==> config.mk <==
export PLATFORM = sky130hd
export DESIGN_NAME = u_d_slew_driver
export DESIGN_NICKNAME = d
export VERILOG_FILES = /design/src/rtl/u_d_slew_driver.sv
export SDC_FILE = /design/constraint.sdc
export NUM_CORES = 1
export LEC_CHECK = 0
export CORE_UTILIZATION = 50
export CTS_CLUSTER_SIZE = 8
export DETAILED_ROUTE_END_ITERATION = 16
export PLACE_DENSITY = 0.71
export SYNTH_ARGS = -nofsm -noshare
export SYNTH_HDL_FRONTEND = slang
export SYNTH_SLANG_ARGS = --single-unit
==> constraint.sdc <==
create_clock -name clk -period 5.6 [get_ports clk]
set_input_delay 0.84 -clock clk [delete_from_list [all_inputs] [get_ports clk]]
set_output_delay 0.84 -clock clk [all_outputs]
set_load 0.02 [all_outputs]
==> src/rtl/u_d_slew_driver.sv <==
// Command-side slew driver: walks a remote up/down counter one LSB per clock
// toward an accepted target while keeping a lockstep mirror of that counter.
module u_d_slew_driver #(
  parameter int WIDTH      = 16,
  parameter int SETTLE_CYC = 4
) (
  input  logic             clk,
  input  logic             rstb,
  input  logic             tgt_valid,
  input  logic [WIDTH-1:0] tgt,
  output logic             tgt_ready,
  input  logic             hold,
  output logic             u_d,
  output logic             en,
  output logic [WIDTH-1:0] mirror,
  output logic             busy,
  output logic             done
);

  typedef enum logic [1:0] {
    ST_IDLE   = 2'd0,
    ST_SLEW   = 2'd1,
    ST_SETTLE = 2'd2
  } state_t;

  localparam logic [WIDTH-1:0] MID_CODE    = {1'b1, {(WIDTH-1){1'b0}}};
  localparam logic [WIDTH-1:0] ONE_LSB     = {{(WIDTH-1){1'b0}}, 1'b1};
  localparam logic [7:0]       SETTLE_LOAD = 8'(SETTLE_CYC);

  state_t           r_state;
  state_t           w_state_nxt;
  logic [WIDTH-1:0] r_tgt;
  logic [WIDTH-1:0] w_tgt_nxt;
  logic [7:0]       r_settle;
  logic [7:0]       w_settle_nxt;
  logic [WIDTH-1:0] w_nm;
  logic             w_en_nxt;
  logic             w_u_d_nxt;
  logic             w_done_nxt;

  // Mirror value after this edge: the remote counter samples the same en/u_d.
  assign w_nm = en ? (u_d ? (mirror + ONE_LSB) : (mirror - ONE_LSB)) : mirror;

  always_ff @(posedge clk or negedge rstb) begin
    if (!rstb) begin
      r_state   <= ST_IDLE;
      r_tgt     <= MID_CODE;
      r_settle  <= 8'd0;
      mirror    <= MID_CODE;
      en        <= 1'b0;
      u_d       <= 1'b0;
      busy      <= 1'b0;
      done      <= 1'b0;
      tgt_ready <= 1'b1;
    end else begin
      r_state   <= w_state_nxt;
      r_tgt     <= w_tgt_nxt;
      r_settle  <= w_settle_nxt;
      mirror    <= w_nm;
      en        <= w_en_nxt;
      u_d       <= w_u_d_nxt;
      busy      <= (w_state_nxt != ST_IDLE);
      done      <= w_done_nxt;
      tgt_ready <= (w_state_nxt == ST_IDLE);
    end
  end

  always_comb begin
    w_state_nxt  = r_state;
    w_tgt_nxt    = r_tgt;
    w_settle_nxt = r_settle;
    case (r_state)
      ST_IDLE: begin
        if (tgt_valid && tgt_ready) begin
          w_tgt_nxt = tgt;
          if (tgt != w_nm) begin
            w_state_nxt = ST_SLEW;
          end else begin
            w_state_nxt  = ST_SETTLE;
            w_settle_nxt = SETTLE_LOAD;
          end
        end else begin
          w_state_nxt = ST_IDLE;
        end
      end
      ST_SLEW: begin
        if (w_nm == r_tgt) begin
          w_state_nxt  = ST_SETTLE;
          w_settle_nxt = SETTLE_LOAD;
        end else begin
          w_state_nxt = ST_SLEW;
        end
      end
      ST_SETTLE: begin
        if (r_settle == 8'd0) begin
          w_state_nxt = ST_IDLE;
        end else begin
          w_settle_nxt = r_settle - 8'd1;
        end
      end
      default: begin
        w_state_nxt  = ST_IDLE;
        w_settle_nxt = 8'd0;
      end
    endcase
  end

  // Direction only updates on stepping cycles so u_d is stable while idle/held.
  always_comb begin
    w_en_nxt   = (w_state_nxt == ST_SLEW) && !hold && (w_nm != w_tgt_nxt);
    w_done_nxt = (r_state == ST_SETTLE) && (r_settle == 8'd0);
    if (w_en_nxt) begin
      w_u_d_nxt = (w_tgt_nxt > w_nm);
    end else begin
      w_u_d_nxt = u_d;
    end
  end

endmodule

# Word-level counts from Yosys, hierarchy flattened
# Cells that the tools add are included.
# word_totals
ff_bits	47
input_bits	20
out_inout_bits	21
# op_classes
addsub	3
n_lt_le_gt_ge	1
n_eq_ne	10
n_mux	14
n_reduce_logical	10
# ops
op	count
2-to-1 mux 16 bit	4
2-to-1 mux 8 bit	4
inequality test 16 bit	2
one-hot mux 8 bit (3 select lines)	1
adder 16 x 1 -> 16 bit, second input constant	1
== test 16 bit	1
> comparator 16 bit	1
subtractor 16 x 1 -> 16 bit, second input constant	1
logical NOT 8 bit	1
2-to-1 mux 2 bit	4
inequality test 2 bit, second input constant	4
subtractor 8 x 1 -> 8 bit, second input constant	1
one-hot mux 2 bit (3 select lines)	1
== test 2 x 1 -> 1 bit, second input constant	2
logical AND 1 bit	4
logical NOT 2 bit	2
AND reduction 4 bit	1
== test 2 bit, second input constant	1
nonzero test 2 bit	1
logical NOT 1 bit	1

# Longest topological paths before layout
# logic_depth
word_depth	10
ltp_mapped	16
ltp_nobuf	16

# Least setup slack after synthesis
# Ideal clock, no wire load.
# synth_path
path_kind	register to register
start	register u_d
end	register u_d
setup_ns	0.125
t_arrival_ns	4.025
slack_ns	1.450
path_stages_with_launch	17
synth_period_minus_slack_ns	4.150
cell_sequence	dfrtp_1 > inv_1 > ha_1 > a21oi_1 > o21ai_0 > a21oi_1 > o21ai_0 > xor2_1 > mux2_2 > inv_1 > ha_1 > and4_1 > nand3_1 > nor3_1 > nor2_1 > a32o_1 > mux2_4
# synth_between
elab_chain_len	9
# synth_rtl
element	line	rtl
from (decl)	13	output logic u_d,
from (signal assigned)	61	u_d <= w_u_d_nxt;
2-to-1 mux 16 bit * (2 in series)	42	assign w_nm = en ? (u_d ? (mirror + ONE_LSB) : (mirror - ONE_LSB)) : mirror;
net w_nm[13]	36	logic [WIDTH-1:0] w_nm;
inequality test 16 bit	76	if (tgt != w_nm) begin
2-to-1 mux 2 bit	76	
2-to-1 mux 2 bit	74	if (tgt_valid && tgt_ready) begin
one-hot mux 2 bit (3 select lines)	72	case (r_state)
== test 2 x 1 -> 1 bit	110	w_en_nxt = (w_state_nxt == ST_SLEW) && !hold && (w_nm != w_tgt_nxt);
logical AND 1 bit	110	
logical AND 1 bit *	110	
net w_en_nxt	37	logic w_en_nxt;
# The timed path passes the listed nets; every way through them passes the cells marked *.
# A chain may end at the register's enable or synchronous reset.

# Worst setup path in the final report
# Ends and elaborated chain as after synthesis.

==> results.tsv <==
metric	value	unit
outcome	completed	
vias in the first global route	3857	
Post-Synthesis Cells	490	
Relative slew margins	28.74	%
hold depth	2	
Max Slew Vio Count	0	
Pleak	2.152	nW
via/cell ratio	6.383	
top cells by area, synth	dfrtp_1 25%, ha_1 9.1%, xnor2_1 6.2%, xor2_1 5.8%, mux2_2 5.4%	
RSZ-0062 raised after global routing	no	
DRC	0	
initial antenna violation count	0	
Antenna Diode Count	0	
DP Wirelength	10730	um
asr flop ratio synth	100.0	%
Seq cells post-synth	47	
Die X	95.94	um
RePlAce Congestion	0.9716	
Reg2Reg Launch Point	u_d$_DFFE_PN0P_	
largest net degree at the start of global routing	48	
Max Fclk	196.9	MHz
Total GRT Usage	31.26	%
Switching Fraction	24.51	%
Post-CTS Resized	0	
CP max FO	15	
CP startpoint kind	flop	
number of setup violations in the final report	0	
Fillers	762	
routed len/inst	21.82	um
# rows	33	
pre-CTS WS	0.6573	ns
slowest cell delay on critical path	0.79	ns
Netlist Area Pre-Place	4412	um^2
Distinct cells, synth	78	
grt total ovfl	0	
TritonCTS clock tree	done	
critical path startpoint	u_d$_DFFE_PN0P_	
total number of vias	4021	
Routed Antenna Nets	0	
fraction of layout cells with a size suffix above 1	10.48	%
Initial Util	52.63	%
hold-fix buffers at CTS	0	
Hold Startpoint	r_settle[1]$_DFFE_PN0P_	
CP delay by family, top	simple AND/OR/NAND/NOR gates	
Yosys Warn Count	0	
clock share of power	35.5	%
worst hold endpoint	r_settle[1]$_DFFE_PN0P_	
post-route setup slack	0.5220	ns
die area	9204	um^2
clk_lat worst skew	0.31	ns
top_reg_cell synth	dfrtp_1	
Worst Path Required	5.79	ns
synthesized area per cell	9.004	um^2
final hold violation count	0	
cell taking the most area after synthesis	dfrtp_1	
buffer and inverter count on the worst path	2	
CTS root buffer	clkbuf_8	
Crit. End Element	flop	
sequential group share of total power	57.4	%
CTS sink cnt	47	
I/O pins	41	
Max VDD drop	0.1149	mV
Die H	95.94	um
Sw Pwr	144.8	uW
clock skew	0.006604	ns
Post-synth EDFFs	0	
internal power	446.0	uW
register area share after synthesis	26.74	%
final WL	13740	um
CP arrival	5.27	ns
Hold WC Path Type	reg -> reg	
DR pass1 iterations	5	
critical register-to-register path endpoint	u_d$_DFFE_PN0P_	
syn_nets	543	
number of levels in the clock H-tree	2	
placed insts	622	
Post-CTS Setup Inserts	0	
period utilisation layout	90.68	%
Slowest-stage cell, CP	ha_1	
port buffer count	40	
fin cells	630	
fin util	59.47	%
Comb pwr share	7.1	%
max cap viols	0	
measured slew at the worst slew-check pin	1.069	ns
reg2reg setup slack	0.52	ns
cells on worst reg2reg path	15	
global-route wire length before repair	21200	um
Final nets	577	
CORE AREA	8382	um^2
min Tclk post-route	5.078	ns
total CTS buffers	5	
Layout area overhead	12.99	%
Crit Path Class	reg -> reg	
DR iter-0 viols	269	
Synth top cells by count	44 x dfrtp_1, 32 x ha_1, 31 x xnor2_1	
total negative slack	0	ns
CP Cell Sequence	inv_1 > ha_1 > nand2_1 > a211oi_1 > and2_1 > o2111ai_1 > xnor2_1 > inv_1 > ha_1 > and4_1 > nand3_1 > nor3_1 > nor2_1 > a32o_1 > mux2_4	
most common cell in the netlist	dfrtp_1	
Max Root-Sink Buffers	2	
Power per Cell Area	118.5	nW/um^2
Worst-path clk slew	0.09	ns
area share of the largest cell type after synthesis	24.96	%
## flip-flops by register name, indices dropped and copies added, names as in the netlist
| name | cells |
|---|---|
| busy | 1 |
| mirror | 16 |
| done | 1 |
| r_settle | 8 |
| en | 1 |
| r_tgt | 16 |
| tgt_ready | 1 |
| r_state | 2 |
| u_d | 1 |
## how the worst max path moves through the flow
stage               cells after the start         endpoint
floorplan                              16  u_d$_DFFE_PN0P_
global placement                       15  u_d$_DFFE_PN0P_
CTS                                    15  u_d$_DFFE_PN0P_
finish                                 15  u_d$_DFFE_PN0P_
detailed placement                     15  u_d$_DFFE_PN0P_
global route                           15  u_d$_DFFE_PN0P_
## worst min-delay path, delay by kind of cell, from the launching register on
kind	cells	cell delay, ns
compound gates	1	0.06
flops	1	0.38
simple gates	1	0.06
## layout make-up
class                      instances  area (um^2)  area share, %
inverter                          30        112.6          2.259
sequential                        47         1180          23.67
timing repair buffer              45        432.9          8.685
clock buffer                       5        68.82          1.381
multi-input combinational        395         3040          60.99
tap                              105        131.4          2.636
clock inverter                     3        18.77         0.3765
## power by group through the flow
stage	sequential, mW	clock (mW)	combinational [mW]
after detailed placement	0.346	0	0.0419
after CTS	0.339	0.216	0.0420
after global routing	0.339	0.229	0.0451
final	0.339	0.210	0.0419
after global placement	0.346	0	0.0419
after floorplan	0.346	0	0.0133
## stage by stage
stage / power (mW) / area, um^2 / hold slack (ns)
after floorplan: 0.3592 / 4412 / 0.4718
after global placement: 0.3877 / 4897 / 0.4845
after detailed placement: 0.3877 / 4897 / 0.4974
after CTS: 0.5971 / 4985 / 0.5190
after global routing: 0.6135 / 4985 / 0.5357
final: 0.5908 / 4985 / 0.5219
## cells in the final DEF (no fill, tap or decap), drive strengths merged, types with 3 or more instances in the layout
master         count
a21o               4
a211oi             9
nand3b             6
o21ai             31
nand2             28
nand3             10
o22ai              5
nand4             13
a21oi             23
a31oi              7
nand2b             4
nor2              24
buf                6
mux2              22
dfrtp             44
and2               3
ha                32
inv               31
o211a              3
dfstp              3
a2111oi            4
nor3              17
mux2i              5
a221oi             4
nor2b              6
clkbuf             5
xor2              29
o21a               6
or3                5
nand4b             3
xnor2             31
o211ai            10
clkdlybuf4s50     39
nor4               8
a32o               3
a211o              3
## layer usage
layer	vias up	wire length, um	track usage (%)
met5	-	0	0
met4	0	333	9.204
met3	23	802	2.923
met2	158	6369	50.42
met1	1929	6238	44.41
li1	1911	-	-
## cell families after synthesis
group	Yosys count	share of synthesized area [%]
and+or+nand+nor	139	16.96
AOI/OAI and AO/OA	136	23.68
xor gates and xnor gates	60	11.91
buffers and inverters	48	4.339
DFF	47	26.74
adders and majority gates	33	9.529
muxes	27	6.835
Note: power is estimated with default switching activity, not from simulation.
